<file path="config.mk">
export PLATFORM = sky130hd
export DESIGN_NAME = mem_port_arbiter
export DESIGN_NICKNAME = d
export VERILOG_FILES = /design/src/rtl/mem_arb_pkg.sv /design/src/rtl/mem_arb_pick.sv /design/src/rtl/mem_port_arbiter.sv
export SDC_FILE = /design/constraint.sdc
export NUM_CORES = 1
export LEC_CHECK = 0
export ABC_AREA = 1
export CAP_MARGIN = 40
export CORE_UTILIZATION = 44
export DETAILED_ROUTE_END_ITERATION = 8
export GPL_TIMING_DRIVEN = 0
export PLACE_DENSITY = 0.8
export SLEW_MARGIN = 20
export SYNTH_ARGS = -nofsm -noshare
export SYNTH_HDL_FRONTEND = slang
export SYNTH_SLANG_ARGS = --single-unit
</file>
<file path="constraint.sdc">
create_clock -name clk -period 1.75 [get_ports clk]
set_input_delay 0.35 -clock clk [delete_from_list [all_inputs] [get_ports clk]]
set_output_delay 0.35 -clock clk [all_outputs]
set_load 0.01 [all_outputs]
</file>
<file path="src/rtl/mem_arb_pkg.sv">
// Shared types and constants for the memory port arbiter.
package mem_arb_pkg;

  typedef enum logic [1:0] {
    IDLE   = 2'd0,
    ACCESS = 2'd1,
    DONE   = 2'd2
  } state_t;

  localparam logic OWN_I = 1'b0;
  localparam logic OWN_D = 1'b1;

  localparam int unsigned CNT_W = 4;
  typedef logic [CNT_W-1:0] cnt_t;

endpackage

</file>
<file path="src/rtl/mem_arb_pick.sv">
// Winner selection between instruction fetch and data access.
// MEM_ARB_RR_EN defined: round-robin on ties; undefined: data has fixed priority.
module mem_arb_pick
  import mem_arb_pkg::*;
(
  input  logic i_req,
  input  logic d_req,
  input  logic last_grant,
  output logic gnt_valid,
  output logic gnt_owner
);

`ifndef MEM_ARB_RR_EN
  logic unused_last_grant;
  assign unused_last_grant = last_grant;
`endif

  // Pick the owner of the next transaction from the pending requests.
  always_comb begin
    gnt_valid = i_req | d_req;
    gnt_owner = OWN_D;
    if (i_req && d_req) begin
`ifdef MEM_ARB_RR_EN
      gnt_owner = ~last_grant;
`else
      gnt_owner = OWN_D;
`endif
    end else if (i_req) begin
      gnt_owner = OWN_I;
    end
  end

endmodule

</file>
<file path="src/rtl/mem_port_arbiter.sv">
// One sequenced memory port shared by instruction fetch and data load/store.
// IDLE -> ACCESS (strobe WAIT_STATES+1 cycles) -> DONE (one-cycle ack) -> IDLE.
// Build option: MEM_ARB_RR_EN selects round-robin arbitration in mem_arb_pick.
module mem_port_arbiter
  import mem_arb_pkg::*;
#(
  parameter int unsigned ADDR_W      = 8,
  parameter int unsigned DATA_W      = 16,
  parameter int unsigned WAIT_STATES = 1
) (
  input  logic              clk,
  input  logic              reset,
  input  logic              i_req,
  input  logic [ADDR_W-1:0] i_addr,
  output logic [DATA_W-1:0] i_rdata,
  output logic              i_ack,
  input  logic              d_req,
  input  logic              d_we,
  input  logic [ADDR_W-1:0] d_addr,
  input  logic [DATA_W-1:0] d_wdata,
  output logic [DATA_W-1:0] d_rdata,
  output logic              d_ack,
  output logic [ADDR_W-1:0] mem_addr,
  output logic [DATA_W-1:0] mem_wdata,
  input  logic [DATA_W-1:0] mem_rdata,
  output logic              mem_oe,
  output logic              mem_w,
  output logic              busy,
  output logic              owner
);

  state_t            state_q, state_d;
  cnt_t              cnt_q, cnt_d;
  logic              last_grant_q, last_grant_d;
  logic              we_q, we_d;
  logic              owner_q, owner_d;
  logic              busy_q, busy_d;
  logic              mem_oe_q, mem_oe_d;
  logic              mem_w_q, mem_w_d;
  logic              i_ack_q, i_ack_d;
  logic              d_ack_q, d_ack_d;
  logic [ADDR_W-1:0] mem_addr_q, mem_addr_d;
  logic [DATA_W-1:0] mem_wdata_q, mem_wdata_d;
  logic [DATA_W-1:0] i_rdata_q, i_rdata_d;
  logic [DATA_W-1:0] d_rdata_q, d_rdata_d;

  logic gnt_valid;
  logic gnt_owner;

  mem_arb_pick u_pick (
    .i_req      (i_req),
    .d_req      (d_req),
    .last_grant (last_grant_q),
    .gnt_valid  (gnt_valid),
    .gnt_owner  (gnt_owner)
  );

  // Next-state logic. Strobes, busy and acks are registered, so each is set
  // on the edge that enters the state it belongs to and cleared on the edge
  // that leaves it.
  always_comb begin
    state_d      = state_q;
    cnt_d        = cnt_q;
    last_grant_d = last_grant_q;
    we_d         = we_q;
    owner_d      = owner_q;
    busy_d       = busy_q;
    mem_oe_d     = mem_oe_q;
    mem_w_d      = mem_w_q;
    i_ack_d      = 1'b0;
    d_ack_d      = 1'b0;
    mem_addr_d   = mem_addr_q;
    mem_wdata_d  = mem_wdata_q;
    i_rdata_d    = i_rdata_q;
    d_rdata_d    = d_rdata_q;
    case (state_q)
      IDLE: begin
        if (gnt_valid) begin
          owner_d = gnt_owner;
          if (gnt_owner == OWN_D) begin
            mem_addr_d  = d_addr;
            mem_wdata_d = d_wdata;
            we_d        = d_we;
          end else begin
            mem_addr_d  = i_addr;
            we_d        = 1'b0;
          end
          cnt_d    = cnt_t'(WAIT_STATES);
          busy_d   = 1'b1;
          mem_oe_d = ~we_d;
          mem_w_d  = we_d;
          state_d  = ACCESS;
        end
      end
      ACCESS: begin
        if (cnt_q == '0) begin
          mem_oe_d = 1'b0;
          mem_w_d  = 1'b0;
          if (owner_q == OWN_I) begin
            i_ack_d   = 1'b1;
            i_rdata_d = mem_rdata;
          end else begin
            d_ack_d = 1'b1;
            if (!we_q) begin
              d_rdata_d = mem_rdata;
            end
          end
          state_d = DONE;
        end else begin
          cnt_d = cnt_q - cnt_t'(1);
        end
      end
      DONE: begin
        last_grant_d = owner_q;
        busy_d       = 1'b0;
        state_d      = IDLE;
      end
      default: begin
        mem_oe_d = 1'b0;
        mem_w_d  = 1'b0;
        busy_d   = 1'b0;
        state_d  = IDLE;
      end
    endcase
  end

  // State and datapath registers; reset aborts any transaction in flight.
  always_ff @(posedge clk or negedge reset) begin
    if (!reset) begin
      state_q      <= IDLE;
      cnt_q        <= '0;
      last_grant_q <= OWN_D;
      we_q         <= 1'b0;
      owner_q      <= 1'b0;
      busy_q       <= 1'b0;
      mem_oe_q     <= 1'b0;
      mem_w_q      <= 1'b0;
      i_ack_q      <= 1'b0;
      d_ack_q      <= 1'b0;
      mem_addr_q   <= '0;
      mem_wdata_q  <= '0;
      i_rdata_q    <= '0;
      d_rdata_q    <= '0;
    end else begin
      state_q      <= state_d;
      cnt_q        <= cnt_d;
      last_grant_q <= last_grant_d;
      we_q         <= we_d;
      owner_q      <= owner_d;
      busy_q       <= busy_d;
      mem_oe_q     <= mem_oe_d;
      mem_w_q      <= mem_w_d;
      i_ack_q      <= i_ack_d;
      d_ack_q      <= d_ack_d;
      mem_addr_q   <= mem_addr_d;
      mem_wdata_q  <= mem_wdata_d;
      i_rdata_q    <= i_rdata_d;
      d_rdata_q    <= d_rdata_d;
    end
  end

  assign i_rdata   = i_rdata_q;
  assign i_ack     = i_ack_q;
  assign d_rdata   = d_rdata_q;
  assign d_ack     = d_ack_q;
  assign mem_addr  = mem_addr_q;
  assign mem_wdata = mem_wdata_q;
  assign mem_oe    = mem_oe_q;
  assign mem_w     = mem_w_q;
  assign busy      = busy_q;
  assign owner     = owner_q;

endmodule

</file>
# Yosys cells after proc, flatten, opt, wreduce, memory -nomap -nowiden
# Cells that the tools add are included.
[classes]
add_sub_neg = 1
n_eq_ne = 5
n_mux = 25
bitwise_logic = 6
reduce_logical = 12
[op_table]
columns = ["op", "n"]
rows = [
  ["1-bit two-way mux", 15],
  ["3-bit AND reduction", 4],
  ["4-bit two-way mux", 2],
  ["8-bit two-way mux", 1],
  ["4-bit case mux with 2 select lines", 1],
  ["2-bit inequality test, second input constant", 3],
  ["1-bit case mux with 3 select lines", 2],
  ["2-bit AND reduction", 3],
  ["1-bit NOT", 5],
  ["4-bit zero test", 1],
  ["2-bit two-way mux", 2],
  ["2-bit case mux with 2 select lines", 1],
  ["4-bit AND reduction", 1],
  ["4-bit by 1-bit subtractor with 4-bit output, second input constant", 1],
  ["2-bit by 1-bit equality test with 1-bit output, second input constant", 1],
  ["2-bit equality test, second input constant", 1],
  ["2-bit zero test", 1],
  ["1-bit case mux with 2 select lines", 1],
  ["2-bit nonzero test", 1],
  ["1-bit logical AND", 1],
  ["1-bit bitwise OR", 1],
]
[totals]
reg_bits = 69
in_bits = 53
out_inout_bits = 62

# Depth between registers and ports, before layout
# Gate-level depths: netlist of run 1.
[depth]
ltp_word = 8
depth_mapped = 8

# Hierarchy
# A second synthesis of run 1 with hierarchy kept.
[unflattened]
cells_unflattened = 301
area_unflattened_um2 = 2777.7
[by_module_without_submodules]
columns = ["module", "n_inst", "cells_each", "area_each_um2", "seq_area_each_um2"]
rows = [
  ["mem_port_arbiter", 1, 297, 2762.6, 1752.9],
  ["mem_arb_pick", 1, 4, 15.0, 0.0],
]

# Worst setup path after synthesis of run 1
# No wires, ideal clock.
[synth_timing]
path_kind = "register to register"
from = "reg cnt_q[0]"
to = "reg i_rdata_q[10] (netlist: i_rdata[10])"
setup_time_ps = 118
arrival_ps = 1205
setup_slack_ps = 427
path_stages_with_launch = 9
period_less_slack_ps = 1323
cell_sequence = "dfrtp_1 -> inv_1 -> ha_1 -> nand2_2 -> nor2_8 -> nand2_4 -> buf_6 -> nand2_2 -> o21ai_2"
[synth_between]
elab_chain_cells = 2
[synth_lines]
columns = ["item", "line", "source"]
rows = [
  ["from (decl)", "mem_port_arbiter.sv:33", "cnt_t cnt_q, cnt_d;"],
  ["from (signal assigned)", "mem_port_arbiter.sv:146", "cnt_q <= cnt_d;"],
  ["4-bit zero test", "mem_port_arbiter.sv:96", "if (cnt_q == '0) begin"],
  ["3-bit AND reduction (no source line)", "--", ""],
  ["to (signal assigned)", "mem_port_arbiter.sv:157", "i_rdata_q <= i_rdata_d;"],
  ["to (decl)", "mem_port_arbiter.sv:44", "logic [DATA_W-1:0] i_rdata_q, i_rdata_d;"],
]
# Every way passes these cells.
# A chain may end at the register's enable or synchronous reset.

# Final worst setup path of run 1
[layout_timing]
from = "reg i_rdata_q[4] (netlist: i_rdata[4])"
to = "out i_rdata[4]"
[layout_lines]
columns = ["item", "line", "source"]
rows = [
  ["to (decl)", "mem_port_arbiter.sv:15", "output logic [DATA_W-1:0] i_rdata,"],
]
# No word-level cell between the ends.

==> summary.md, run 1 <==
* detailed-route wire length per cell: 14.0 um
* layout-stage area growth over the synthesis result: 49.4%
* antenna diode count: 0
* first-pass GRT wire length: 12.0 mm
* worst endpoint required time: 1.40 ns
* count of final setup violators: 0
* total gr overflow: 0
* Slew headroom: 0.730
* ANT nets after route: 0
* most frequent standard cell in the layout excluding fill and tap cells: clkdlybuf4s50_1
* worst vdd rail ir drop: 0.996 mV
* Chip Height: 84.5 um
* Worst Hold Endpoint: mem_wdata[4]$_DFFE_PN0P_
* Worst R2R Setup Slack: 0.28 ns
* result of the run: finished with violations
* Max Fanout on Critical Path: 2
* chain of cells forming the critical path: clkdlybuf4s50_1
* total power density per cell area: 1840 nW/um^2
* core footprint: 6460 um^2
* setup repair after global routing missed its margin: false
* Hold Path Depth: 2
* DRC: 6
* detailed-router iteration count before antenna repair: 6
* number of levels in the clock H-tree: 3
* min-delay worst type: flop to flop
* total negative setup slack: 0 ns
* Max Clk Rate: 613 MHz
* cell depth of the worst setup path: 1
* clock tree from TritonCTS: done
* total number of placement rows: 29
* critical path startpoint category: flop
* final core utilization: 0.692
* starting density of the core: 0.463
* sequential fraction of the synthesis area: 0.577
* total routing resource utilization after global routing: 0.218
* leading cell types in the layout, fill and taps excluded: 112 x clkdlybuf4s50_1, 93 x nand2_1, 69 x dfrtp_1
* worst clock skew: 0.00904 ns
* static power due to leakage: 0.00218 uW
* minimum period implied by the final worst setup slack: 1.63 ns
* antenna violations before repair: 0
* buffer and inverter count on the worst path: 1
* initial detailed-routing violation count: 86
* hpwl dp: 5.32 mm
* violations in the final reports: DRC
* routed via count divided by cell count: 4.84
* clock tree sinks: 69
* number of nets at the end of the flow: 488
* RD Place Congestion: 0.795
* clock tree root buffer cell: clkbuf_8
* slew at the pin with the worst max-slew slack: 0.404 ns
* number of register bits inferred by synthesis: 69
* cell at the slowest stage of the critical path: clkdlybuf4s50_1
* count of filler cells inserted in the layout: 516
* DRT Wirelength: 7.23 mm
* vias in the first global route: 2535
* worst path arrival time: 1.28 ns
* clk buf depth: 2
* net count of the mapped netlist: 362
* crit end category: primary output
* Hold Startpoint: mem_wdata[4]$_DFFE_PN0P_
* share of the cycle needed by the critical path after routing: 0.932
* cell class contributing the biggest share of worst-path delay: buffers and inverters
* post-synthesis instance total: 307
* depth of the worst register-to-register path: 8
* die span in x: 84.5 um
* share of cells above drive strength 1: 0.210
* worst stage delay on the critical path: 0.55 ns
* maximum number of pins on one net before global-route repair: 39
* Worst-path clk slew: 0.08 ns
* pins over their slew limit: 0
* reg-to-reg endpoint: i_rdata[4]$_DFFE_PN0P_
* number of buffers inserted by port buffering: 113
* number of buffers inserted to repair setup after CTS: 0
* average size of a mapped cell: 9.75 um^2
* die footprint: 7140 um^2
* number of buffers created by CTS: 9
* synthesized area: 2990 um^2
* number of max-capacitance violations reported: 0
* worst reg2reg startpoint: cnt_q[0]$_DFFE_PN0P_
* num ports: 115
* category of the most critical setup path: flop to primary output
* number of endpoints with negative hold slack in the final report: 0
* YS warnings: 0
* library cells used by synthesis: 22
* Clk Latency, worst-skew pair: 0.34 ns
* total number of vias: 2494
==> cell type report <==
class                      count  area [um^2]  share of cell area
clock inverter                 6         86.3              0.0193
sequential                    69         1730               0.386
clock buffer                  10          138              0.0308
timing repair buffer         115         1160               0.259
inverter                      29          109              0.0243
tap                           77         96.3              0.0215
buffer                        12          100              0.0224
multi-input combinational    197         1060               0.236
==> per-layer routing <==
metal  up-vias  GRT usage  part of all wire
met4         0      0.111             0.025
met5         -          0                 0
met2        59      0.380              0.53
met1      1209      0.266              0.41
met3        13     0.0315             0.031
li1       1213          -                 -
==> state kept, by name (all words and copies together) (netlist names) <==
register / count
i_rdata: 16
mem_w: 1
we_q: 1
cnt_q: 4
owner: 1
i_ack: 1
d_ack: 1
d_rdata: 16
mem_wdata: 16
state_q: 2
busy: 1
mem_addr: 8
mem_oe: 1
==> power breakdown <==
part	internal, uW	switching, uW	total, uW
Combinational	2020	1950	3960
Sequential	2360	458	2820
Clock	838	608	1450
Total	5220	3010	8230
==> cell families (layout without fill, tap and decap cells) <==
logic type               after synthesis  after routing  share of synthesized area
buffers and inverters                 41            172                     0.0698
AO/OA/AOI/OAI                         56             56                      0.134
flip-flops                            69             69                      0.577
adder cells (fa/ha/maj)                2              2                    0.00836
AND/OR/NAND/NOR                      138            138                      0.208
XOR/XNOR                               1              1                    0.00293
==> synth_stat cells (all sizes together) <==
master	count	area share
a21oi	8	0.013
buf	12	0.033
dfrtp	69	0.58
ha	2	0.0084
inv	29	0.036
nand2	113	0.16
nand3	4	0.0067
nand4	1	0.0021
nor2	19	0.036
nor3	1	0.0017
o21ai	48	0.12
xor2	1	0.0029
==> timing repair <==
item                                   in CTS  in global routing
gates resized for setup                     0                  0
hold buffers                                1                  0
endpoints found under the hold margin      31                  0
==> metrics by stage <==
step	worst slack [ns]	area, um^2	hold WS [ns]	power [uW]	instances
floorplan	0.427	2990	0.0544	4860	307
global placement	-1.97	4220	0.455	6700	497
CTS	0.108	4470	0.465	8320	515
global route	0.0819	4470	0.489	8750	515
detailed placement	-0.0157	4240	0.310	6830	498
finish	0.119	4470	0.470	8230	515
==> worst max path at each step <==
stage                                  from                  endpoint  slack [ns]
floorplan              cnt_q[0]$_DFFE_PN0P_   i_rdata[10]$_DFFE_PN0P_        0.43
global placement                      reset    d_rdata[5]$_DFFE_PN0P_       -1.97
detailed placement                    d_req  mem_wdata[8]$_DFFE_PN0P_       -0.02
CTS                  i_rdata[4]$_DFFE_PN0P_                i_rdata[4]        0.11
global route        i_rdata[13]$_DFFE_PN0P_               i_rdata[13]        0.08
finish               i_rdata[4]$_DFFE_PN0P_                i_rdata[4]        0.12
(Power assumes the default switching activity.)
==> run 2, diff against run 1 <==
PLACE_DENSITY = 0.82   (was 0.8)
TNS_END_PERCENT = 1   (was unset)
clock period = 1.8 ns   (was 1.75 ns; I/O delays follow)
==> summary.md, run 2 (synthesis results as in run 1) <==
* number of endpoints with negative hold slack in the final report: 0
* cell class contributing the biggest share of worst-path delay: buffers and inverters
* routed via count divided by cell count: 4.83
* Post-Layout Cell Count: 515
* cell at the slowest stage of the critical path: clkdlybuf4s50_1
* slew at the pin with the worst max-slew slack: 0.430 ns
* violations in the final reports: DRC
* static power due to leakage: 0.00219 uW
* leading cell types in the layout, fill and taps excluded: 112 x clkdlybuf4s50_1, 93 x nand2_1, 69 x dfrtp_1
* Max Fanout on Critical Path: 2
* RD Place Congestion: 0.771
* Max Clk Rate: 613 MHz
* pins over their slew limit: 0
* Net Sw Power: 2940 uW
* Worst-path clk slew: 0.08 ns
* core footprint: 6460 um^2
* layout-stage area growth over the synthesis result: 49.7%
* num ports: 115
* vias in the first global route: 2590
* setup repair after global routing missed its margin: false
* number of nets at the end of the flow: 488
* part of the power in the clock network: 0.178
* starting density of the core: 0.463
* buffer and inverter count on the worst path: 1
* clock tree root buffer cell: clkbuf_8
* most frequent standard cell in the layout excluding fill and tap cells: clkdlybuf4s50_1
* maximum number of pins on one net before global-route repair: 38
* clock tree sinks: 69
* worst path arrival time: 1.27 ns
* internal cell power: 5120 uW
* Slew headroom: 0.713
* Post-CTS Hold Fix Bufs: 1
* clock tree from TritonCTS: done
* crit end category: primary output
* number of buffers inserted by port buffering: 113
* ANT nets after route: 0
* hpwl dp: 5.28 mm
* Placed Instance Area: 4240 um^2
* total placed cells including tap cells: 498
* net switching fraction of the power: 0.365
* initial detailed-routing violation count: 117
* cell area after layout: 4480 um^2
* result of the run: finished with violations
* total power density per cell area: 1800 nW/um^2
* total gr overflow: 0
* die footprint: 7140 um^2
* worst hold slack: 0.473 ns
* fraction of power consumed by sequential logic: 0.340
* count of final setup violators: 0
* antenna violations before repair: 0
* Chip Height: 84.5 um
* share of the cycle needed by the critical path after routing: 0.907
* number of levels in the clock H-tree: 3
* combinational fraction of design power: 0.482
* minimum period implied by the final worst setup slack: 1.63 ns
* detailed-router iteration count before antenna repair: 6
* first-pass GRT wire length: 12.1 mm
* total negative setup slack: 0 ns
* DRC: 2
* total routing resource utilization after global routing: 0.217
* die span in x: 84.5 um
* critical path startpoint category: flop
* total number of placement rows: 29
* clk buf depth: 2
* antenna diode count: 0
* category of the most critical setup path: flop to primary output
* share of cells above drive strength 1: 0.210
* DRT Wirelength: 7.30 mm
* number of gates resized after CTS: 0
* worst vdd rail ir drop: 0.946 mV
* number of buffers created by CTS: 9
* worst stage delay on the critical path: 0.55 ns
* number of max-capacitance violations reported: 0
* total number of vias: 2488
* Clk Latency, worst-skew pair: 0.34 ns
* worst clock skew: 0.00827 ns
* min-delay worst type: flop to flop
* chain of cells forming the critical path: clkdlybuf4s50_1
* detailed-route wire length per cell: 14.2 um
* number of buffers inserted to repair setup after CTS: 0
* worst endpoint required time: 1.44 ns
-- run 2: cell count changes in the layout (fill, tap and decap cells not counted), sizes merged --
cell      previous run  this run
clkbuf              10        11
clkinvlp             1         0
-- run 2: area by class of cell --
cell class	instances	area [um^2]
multi-input cells	197	1060
clock inverters	5	82.6
flip-flops and latches	69	1730
clock buffers	11	151
well taps	77	96.3
inverters	29	109
repair buffers	115	1160
plain buffers	12	100
fillers	526	1980
-- run 2: power by group through the flow --
stage	clock network [uW]	registers [uW]	logic (uW)
final	1440	2740	3880
after global routing	1510	2830	4230
after CTS	1460	2740	3930
after detailed placement	0	2760	3880
after global placement	0	2740	3770
after floorplan	0	3050	1680
-- run 2: per-layer routing --
| layer | wire, um | share of wire | global-route usage |
|---|---|---|---|
| met5 | 0 | 0 | 0 |
| met4 | 132 | 0.018 | 0.0955 |
| met3 | 330 | 0.045 | 0.0433 |
| met2 | 3880 | 0.53 | 0.375 |
| met1 | 2950 | 0.40 | 0.266 |
-- run 2: path summary, 6_finish.rpt --
path | startpoint | to | slack, ns | cells past startpoint
max in group asynchronous | reset | cnt_q[3]$_DFFE_PN0P_ | 0.72 | 3
setup / recovery | i_rdata[4]$_DFFE_PN0P_ | i_rdata[4] | 0.17 | 1
hold / removal | mem_wdata[10]$_DFFE_PN0P_ | mem_wdata[10]$_DFFE_PN0P_ | 0.47 | 2
hold reg to reg | mem_wdata[10]$_DFFE_PN0P_ | mem_wdata[10]$_DFFE_PN0P_ | 0.47 | 2
setup reg to reg | cnt_q[0]$_DFFE_PN0P_ | i_rdata[8]$_DFFE_PN0P_ | 0.33 | 8
min in group asynchronous | reset | mem_wdata[3]$_DFFE_PN0P_ | 0.54 | 2
-- run 2: worst register-to-register path, stage by stage, from the launching register on --
cell	delay [ns]
dfrtp_1	0.38
inv_1	0.13
ha_1	0.18
nand2_2	0.12
nor2_8	0.17
nand2_4	0.10
buf_6	0.17
nand2_2	0.07
o21ai_2	0.05
-- run 2: metrics by stage --
step | setup WS, ns | power (uW) | util
floorplan | 0.477 | 4720 | -
global placement | -1.93 | 6510 | 0.653
detailed placement | 0.0184 | 6640 | 0.656
CTS | 0.158 | 8120 | 0.694
global route | 0.133 | 8570 | 0.694
finish | 0.168 | 8060 | 0.694
